<file path="src/rtl/timer_pkg.sv">
// Shared definitions for the timer/stopwatch family: FSM encoding, BCD constants and tick rate.
// Also provides a constant-only helper that turns an integer parameter into packed BCD.
package timer_pkg;

  typedef enum logic [1:0] {
    ST_IDLE  = 2'd0,
    ST_RUN   = 2'd1,
    ST_PAUSE = 2'd2
  } state_t;

  localparam logic [7:0] BCD_59            = 8'h59;
  localparam int         TICKS_PER_SEC_DEF = 1000;

  // Used only to elaborate parameters; no division is ever built into the datapath.
  function automatic logic [7:0] to_bcd2(input int v);
    to_bcd2 = {4'(v / 10), 4'(v % 10)};
  endfunction

endpackage

</file>
<file path="src/rtl/bcd_mod_counter.sv">
// Two-digit packed-BCD counter wrapping from MAX_BCD to 00; carry_o flags an increment at MAX_BCD.
// Updates on the clock edge; val_nxt_o exposes the value being loaded so the parent can register it.
module bcd_mod_counter
  import timer_pkg::*;
#(
  parameter logic [7:0] MAX_BCD = BCD_59
) (
  input  logic       clk,
  input  logic       rst,
  input  logic       inc_i,
  input  logic       clr_i,
  input  logic       hold_i,
  output logic [7:0] val_nxt_o,
  output logic       carry_o
);

  logic [7:0] val_q;
  logic [7:0] val_d;

  always_comb begin
    val_d = val_q;
    if (clr_i) begin
      val_d = 8'h00;
    end else if (inc_i && !hold_i) begin
      if (val_q == MAX_BCD) begin
        val_d = 8'h00;
      end else if (val_q[3:0] == 4'd9) begin
        val_d = {val_q[7:4] + 4'd1, 4'd0};
      end else begin
        val_d = {val_q[7:4], val_q[3:0] + 4'd1};
      end
    end
  end

  // Carry ignores hold so the parent can detect overflow and freeze the chain in the same cycle.
  assign carry_o   = inc_i && (val_q == MAX_BCD);
  assign val_nxt_o = val_d;

  always_ff @(posedge clk or posedge rst) begin
    if (rst) begin
      val_q <= 8'h00;
    end else begin
      val_q <= val_d;
    end
  end

endmodule

</file>
<file path="src/rtl/stopwatch_counter.sv">
// Count-up HH:MM:SS stopwatch with pause, lap freeze, clear and sticky overflow.
// All outputs registered; a second boundary is visible on the same edge the prescaler wraps.
module stopwatch_counter
  import timer_pkg::*;
#(
  parameter int TICKS_PER_SEC = TICKS_PER_SEC_DEF,
  parameter int MAX_HOUR      = 99
) (
  input  logic       clk,
  input  logic       rst,
  input  logic       start_stop,
  input  logic       lap_clear,
  output logic [7:0] hour_out_bcd,
  output logic [7:0] minute_out_bcd,
  output logic [7:0] second_out_bcd,
  output logic       running,
  output logic       lap_active,
  output logic       overflow
);

  localparam int              PW           = (TICKS_PER_SEC > 1) ? $clog2(TICKS_PER_SEC) : 1;
  localparam logic [PW-1:0]   PRESC_MAX    = PW'(TICKS_PER_SEC - 1);
  localparam logic [7:0]      MAX_HOUR_BCD = to_bcd2(MAX_HOUR);

  state_t        state_q;
  logic [PW-1:0] presc_q;
  logic [23:0]   snap_q, snap_d;
  logic          lap_q, lap_d;
  logic          ovf_q;
  logic          running_q;
  logic [23:0]   disp_q, disp_d;

  logic          ss_ev, lc_ev, tick, cnt_clr;
  logic          sec_carry, min_carry, hour_carry;
  logic [7:0]    sec_nxt, min_nxt, hour_nxt;
  logic [23:0]   count_nxt;

  assign ss_ev     = start_stop;
  assign lc_ev     = lap_clear && !start_stop;
  // The edge that pauses does not advance the prescaler, so no partial second is consumed.
  assign tick      = (state_q == ST_RUN) && !ss_ev && (presc_q == PRESC_MAX);
  assign cnt_clr   = (state_q == ST_PAUSE) && lc_ev;
  assign count_nxt = {hour_nxt, min_nxt, sec_nxt};

  bcd_mod_counter #(.MAX_BCD(BCD_59)) u_sec (
    .clk(clk), .rst(rst), .inc_i(tick), .clr_i(cnt_clr), .hold_i(hour_carry),
    .val_nxt_o(sec_nxt), .carry_o(sec_carry)
  );

  bcd_mod_counter #(.MAX_BCD(BCD_59)) u_min (
    .clk(clk), .rst(rst), .inc_i(sec_carry), .clr_i(cnt_clr), .hold_i(hour_carry),
    .val_nxt_o(min_nxt), .carry_o(min_carry)
  );

  bcd_mod_counter #(.MAX_BCD(MAX_HOUR_BCD)) u_hour (
    .clk(clk), .rst(rst), .inc_i(min_carry), .clr_i(cnt_clr), .hold_i(hour_carry),
    .val_nxt_o(hour_nxt), .carry_o(hour_carry)
  );

  always_comb begin
    lap_d  = lap_q;
    snap_d = snap_q;
    if (cnt_clr) begin
      lap_d  = 1'b0;
      snap_d = 24'h0;
    end else if ((state_q == ST_RUN) && lc_ev) begin
      lap_d = !lap_q;
      if (!lap_q) begin
        snap_d = count_nxt;
      end
    end
    disp_d = lap_d ? snap_d : count_nxt;
  end

  always_ff @(posedge clk or posedge rst) begin
    if (rst) begin
      state_q   <= ST_IDLE;
      presc_q   <= '0;
      snap_q    <= 24'h0;
      lap_q     <= 1'b0;
      ovf_q     <= 1'b0;
      running_q <= 1'b0;
      disp_q    <= 24'h0;
    end else begin
      lap_q  <= lap_d;
      snap_q <= snap_d;
      disp_q <= disp_d;
      case (state_q)
        ST_IDLE: begin
          if (ss_ev) begin
            state_q   <= ST_RUN;
            presc_q   <= '0;
            running_q <= 1'b1;
          end
        end
        ST_RUN: begin
          if (ss_ev) begin
            state_q   <= ST_PAUSE;
            running_q <= 1'b0;
          end else if (tick) begin
            presc_q <= '0;
            if (hour_carry) begin
              ovf_q     <= 1'b1;
              state_q   <= ST_PAUSE;
              running_q <= 1'b0;
            end
          end else begin
            presc_q <= presc_q + 1'b1;
          end
        end
        ST_PAUSE: begin
          if (ss_ev && !ovf_q) begin
            state_q   <= ST_RUN;
            running_q <= 1'b1;
          end else if (lc_ev) begin
            state_q   <= ST_IDLE;
            presc_q   <= '0;
            ovf_q     <= 1'b0;
            running_q <= 1'b0;
          end
        end
        default: begin
          state_q   <= ST_IDLE;
          running_q <= 1'b0;
        end
      endcase
    end
  end

  assign hour_out_bcd   = disp_q[23:16];
  assign minute_out_bcd = disp_q[15:8];
  assign second_out_bcd = disp_q[7:0];
  assign running        = running_q;
  assign lap_active     = lap_q;
  assign overflow       = ovf_q;

endmodule

</file>
<file path="config.mk">
export PLATFORM = sky130hd
export DESIGN_NAME = stopwatch_counter
export DESIGN_NICKNAME = d
export VERILOG_FILES = /design/src/rtl/timer_pkg.sv /design/src/rtl/bcd_mod_counter.sv /design/src/rtl/stopwatch_counter.sv
export SDC_FILE = /design/constraint.sdc
export NUM_CORES = 1
export LEC_CHECK = 0
export ABC_CLOCK_PERIOD_IN_PS = 3900
export CAP_MARGIN = 30
export CORE_ASPECT_RATIO = 1.4
export CORE_MARGIN = 10
export CORE_UTILIZATION = 45
export CTS_CLUSTER_SIZE = 24
export DETAILED_ROUTE_END_ITERATION = 12
export GPL_ROUTABILITY_DRIVEN = 0
export PLACE_DENSITY = 0.67
export SYNTH_ARGS = -nofsm -noshare
export SYNTH_HDL_FRONTEND = slang
export SYNTH_SLANG_ARGS = --single-unit
</file>
<file path="constraint.sdc">
create_clock -name clk -period 3.9 [get_ports clk]
set_input_delay 0.585 -clock clk [delete_from_list [all_inputs] [get_ports clk]]
set_output_delay 0.585 -clock clk [all_outputs]
set_load 0.05 [all_outputs]
</file>
==> results.sh <==
export IMPL_outcome="finished, final reports clean"
export IMPL_holdWs_ps=478
export IMPL_tns_ps=0
export IMPL_cts_buffer_depth=2
export IMPL_die_y_um=133
export IMPL_finalNonFillerCells=567
export IMPL_synth_cell_type_count=48
export IMPL_numCtsBuffers=9
export IMPL_start_util_pct=46.0
export IMPL_hold_path_class="flip-flop to flip-flop"
export IMPL_ir_drop_uv=419
export IMPL_criticalPathCategory="primary input to flip-flop"
export IMPL_antenna_found_initial=0
export IMPL_ant_nets=0
export IMPL_yosysTopAreaCell="dfrtp_1"
export IMPL_setup_violations_final=0
export IMPL_drive_gt1_share_pct=7.39
export IMPL_grt_pass1_vias=3331
export IMPL_synth_top_area_share_pct=52.7
export IMPL_path_buf_inv=2
export IMPL_rows=41
export IMPL_insertion_delay_ps=340
export IMPL_drv_slew=0
export IMPL_die_area_um2=13500
export IMPL_crit_start="start_stop"
export IMPL_firstDrtPassIters=4
export IMPL_crit_reg2reg_launch="state_q[1]$_DFFE_PP0P_"
export IMPL_ctsHoldBuffers=0
export IMPL_core_area_um2=8980
export IMPL_vias=3277
export IMPL_grt_pass1_wl_um=16300
export IMPL_grt_start_max_net_pins=36
export IMPL_clk_pin_slew_ps=60
export IMPL_postRouteWirelength_um=9520
export IMPL_synth_avg_cell_area_um2=9.58
export IMPL_grt_usage_pct=15.0
export IMPL_cp_required_ps=4120
export IMPL_io_pins=31
export IMPL_fin_nets=472
export IMPL_cap_violations=0
export IMPL_cp_end_kind="flip-flop"
export IMPL_tightest_slew_ps=835
export IMPL_worst_endpoint_arrival_ps=3060
export IMPL_crit_path_cell_trace="clkdlybuf4s50_1, buf_4, or4b_4, or4_1, nor4_4, mux2i_1, a21oi_1"
export IMPL_power_density_nw_per_um2=710
export IMPL_worst_clock_skew_ps=5.87
export IMPL_crit_slowest_cell="or4_1"
export IMPL_synth_cells=431
export IMPL_cp_max_fo=11
export IMPL_die_w_um=101
export IMPL_area_delta_synth_final_pct=17.2
export IMPL_yosys_warnings=0
export IMPL_synthFlopType="dfrtp_1"
export IMPL_overflow=0
export IMPL_syn_cell_area_um2=4130
export IMPL_period_needed_ps=2840
export IMPL_hold_path_startpoint="snap_q[1]$_DFF_PP0_"
export IMPL_setup_slack_ps=1060
export IMPL_dpl_hpwl_um=6710
export IMPL_rsz0062_at_grt="false"
export IMPL_slew_headroom_pct=44.0
export IMPL_dp_cells=551
export IMPL_drt_initial_drc_count=122
export IMPL_hold_viol_final=0
export IMPL_power_leakage_nw=2.14
export IMPL_final_util_pct=53.9
export IMPL_cts_tree="built"
export IMPL_fmax_mhz=352
export IMPL_vias_per_cell=5.78
export IMPL_cts_setup_buffers=0
export IMPL_drc=0
export IMPL_slowest_delay_ps=630
export IMPL_synth_area_leaders="dfrtp_1 (53%), o21ai_0 (7.2%), a21oi_1 (6.1%)"
export IMPL_h_tree_depth=3
export IMPL_syn_nets=448
export IMPL_post_cts_resized=0
export IMPL_crit_path_start_kind="primary input"
export IMPL_ys_seq_elements=87
export IMPL_place_ws_ps=704
export IMPL_fin_crit_sh_pct=72.8
export IMPL_wire_per_inst_um=16.8
export IMPL_async_flop_share_pct=100
export IMPL_synth_edff_count=0
export IMPL_cts_root_buf="clkbuf_16"
export IMPL_yosysSeqAreaShare_pct=52.7
export IMPL_cp_top_family="simple AND/OR/NAND/NOR gates"
export IMPL_io_buffers=30
export IMPL_diodes=0
export IMPL_cts_sinks=87
Yosys cell counts (2+ instances only):
library cell   n
dfrtp_1       87
o21ai_0       59
a21oi_1       50
nor2_1        44
clkbuf_1      22
nand2_1       21
nand3_1       18
ha_1          13
inv_1         12
nor3_1        10
nor4_1         8
and3b_1        6
mux2i_1        6
nand4_1        6
nor2b_1        6
o22ai_1        6
xnor2_1        6
and3_1         4
nand3b_1       4
a31oi_1        3
and2_1         3
nand2b_1       3
o21ai_1        3
xor2_1         3
a22oi_1        2
buf_2          2
mux2_2         2
or3_1          2
state kept, by name, indices dropped and copies added, names as in the netlist:
name / flops
disp_q: 24
snap_q: 24
presc_q: 10
u_hour.val_q: 8
u_min.val_q: 8
u_sec.val_q: 8
state_q: 2
lap_active: 1
overflow: 1
running: 1
worst reg2reg max path: cells and delay by family, from the launching register on:
| family | cells | cell delay, ps |
|---|---|---|
| AND/OR/NAND/NOR | 3 | 1500 |
| flip-flops | 1 | 480 |
| multiplexers | 1 | 310 |
| AO/OA/AOI/OAI | 1 | 100 |
final timing paths:
path	endpoint	slack, ps	depth (start not counted)
worst min-delay path	snap_q[1]$_DFF_PP0_	480	2
worst max-delay path	snap_q[15]$_DFF_PP0_	1060	7
worst min register to register	snap_q[1]$_DFF_PP0_	480	2
worst max register to register	snap_q[15]$_DFF_PP0_	1390	5
max in group asynchronous	disp_q[7]$_DFF_PP0_	2470	3
min in group asynchronous	u_min.val_q[7]$_DFF_PP0_	620	2
area by class of cell:
cell class,instances,area [um2]
Fill cell,786,4140
Sequential cell,87,2180
Multi-Input combinational cell,306,1800
Timing Repair Buffer,39,368
Clock buffer,13,270
Tap cell,107,134
Inverter,12,46.3
Clock inverter,3,40.0
layer usage:
metal | track usage (%) | share of wire, % | up-vias
met1 | 17.1 | 41 | 1618
met5 | 0 | 0 | -
met4 | 8.46 | 2.8 | 0
li1 | - | - | 1578
met3 | 3.42 | 4.7 | 18
met2 | 24.9 | 52 | 63
where the power goes:
group / switching [W] / leakage (nW) / internal, W
registers: 0.000142 / 1.16 / 0.00114
logic: 0.000859 / 0.826 / 0.000412
clock network: 0.000331 / 0.156 / 0.000546
cells by family after synthesis:
| kind of cell | after synthesis | synth area share (%) |
|---|---|---|
| buffers and inverters | 38 | 3.79 |
| adders and majority gates | 13 | 3.94 |
| and+or+nand+nor | 145 | 18.8 |
| DFF | 87 | 52.7 |
| AOI/OAI and AO/OA | 131 | 16.9 |
| xor gates and xnor gates | 9 | 1.91 |
| muxes | 8 | 2.00 |
placed cells by master (no fill, tap or decap), types with 4 or more instances in the layout:
cell,count
o22ai_1,6
nor4_1,8
nand3_1,18
nand3b_1,4
xnor2_1,6
a21oi_1,50
clkbuf_16,9
nor2_1,44
o21ai_0,59
mux2i_1,6
inv_1,11
nand4_1,6
dfrtp_1,87
and3_1,4
clkdlybuf4s50_1,30
ha_1,13
buf_4,9
nor3_1,9
nor2b_1,6
and3b_1,6
nand2_1,21
per-stage QoR:
stage,power [W],area (um2)
after global routing,0.00365,4840
after CTS,0.00347,4840
after global placement,0.00255,4530
after detailed placement,0.00258,4530
final,0.00343,4840
after floorplan,0.00218,4130
No activity file was read; power rests on OpenSTA's default activity.
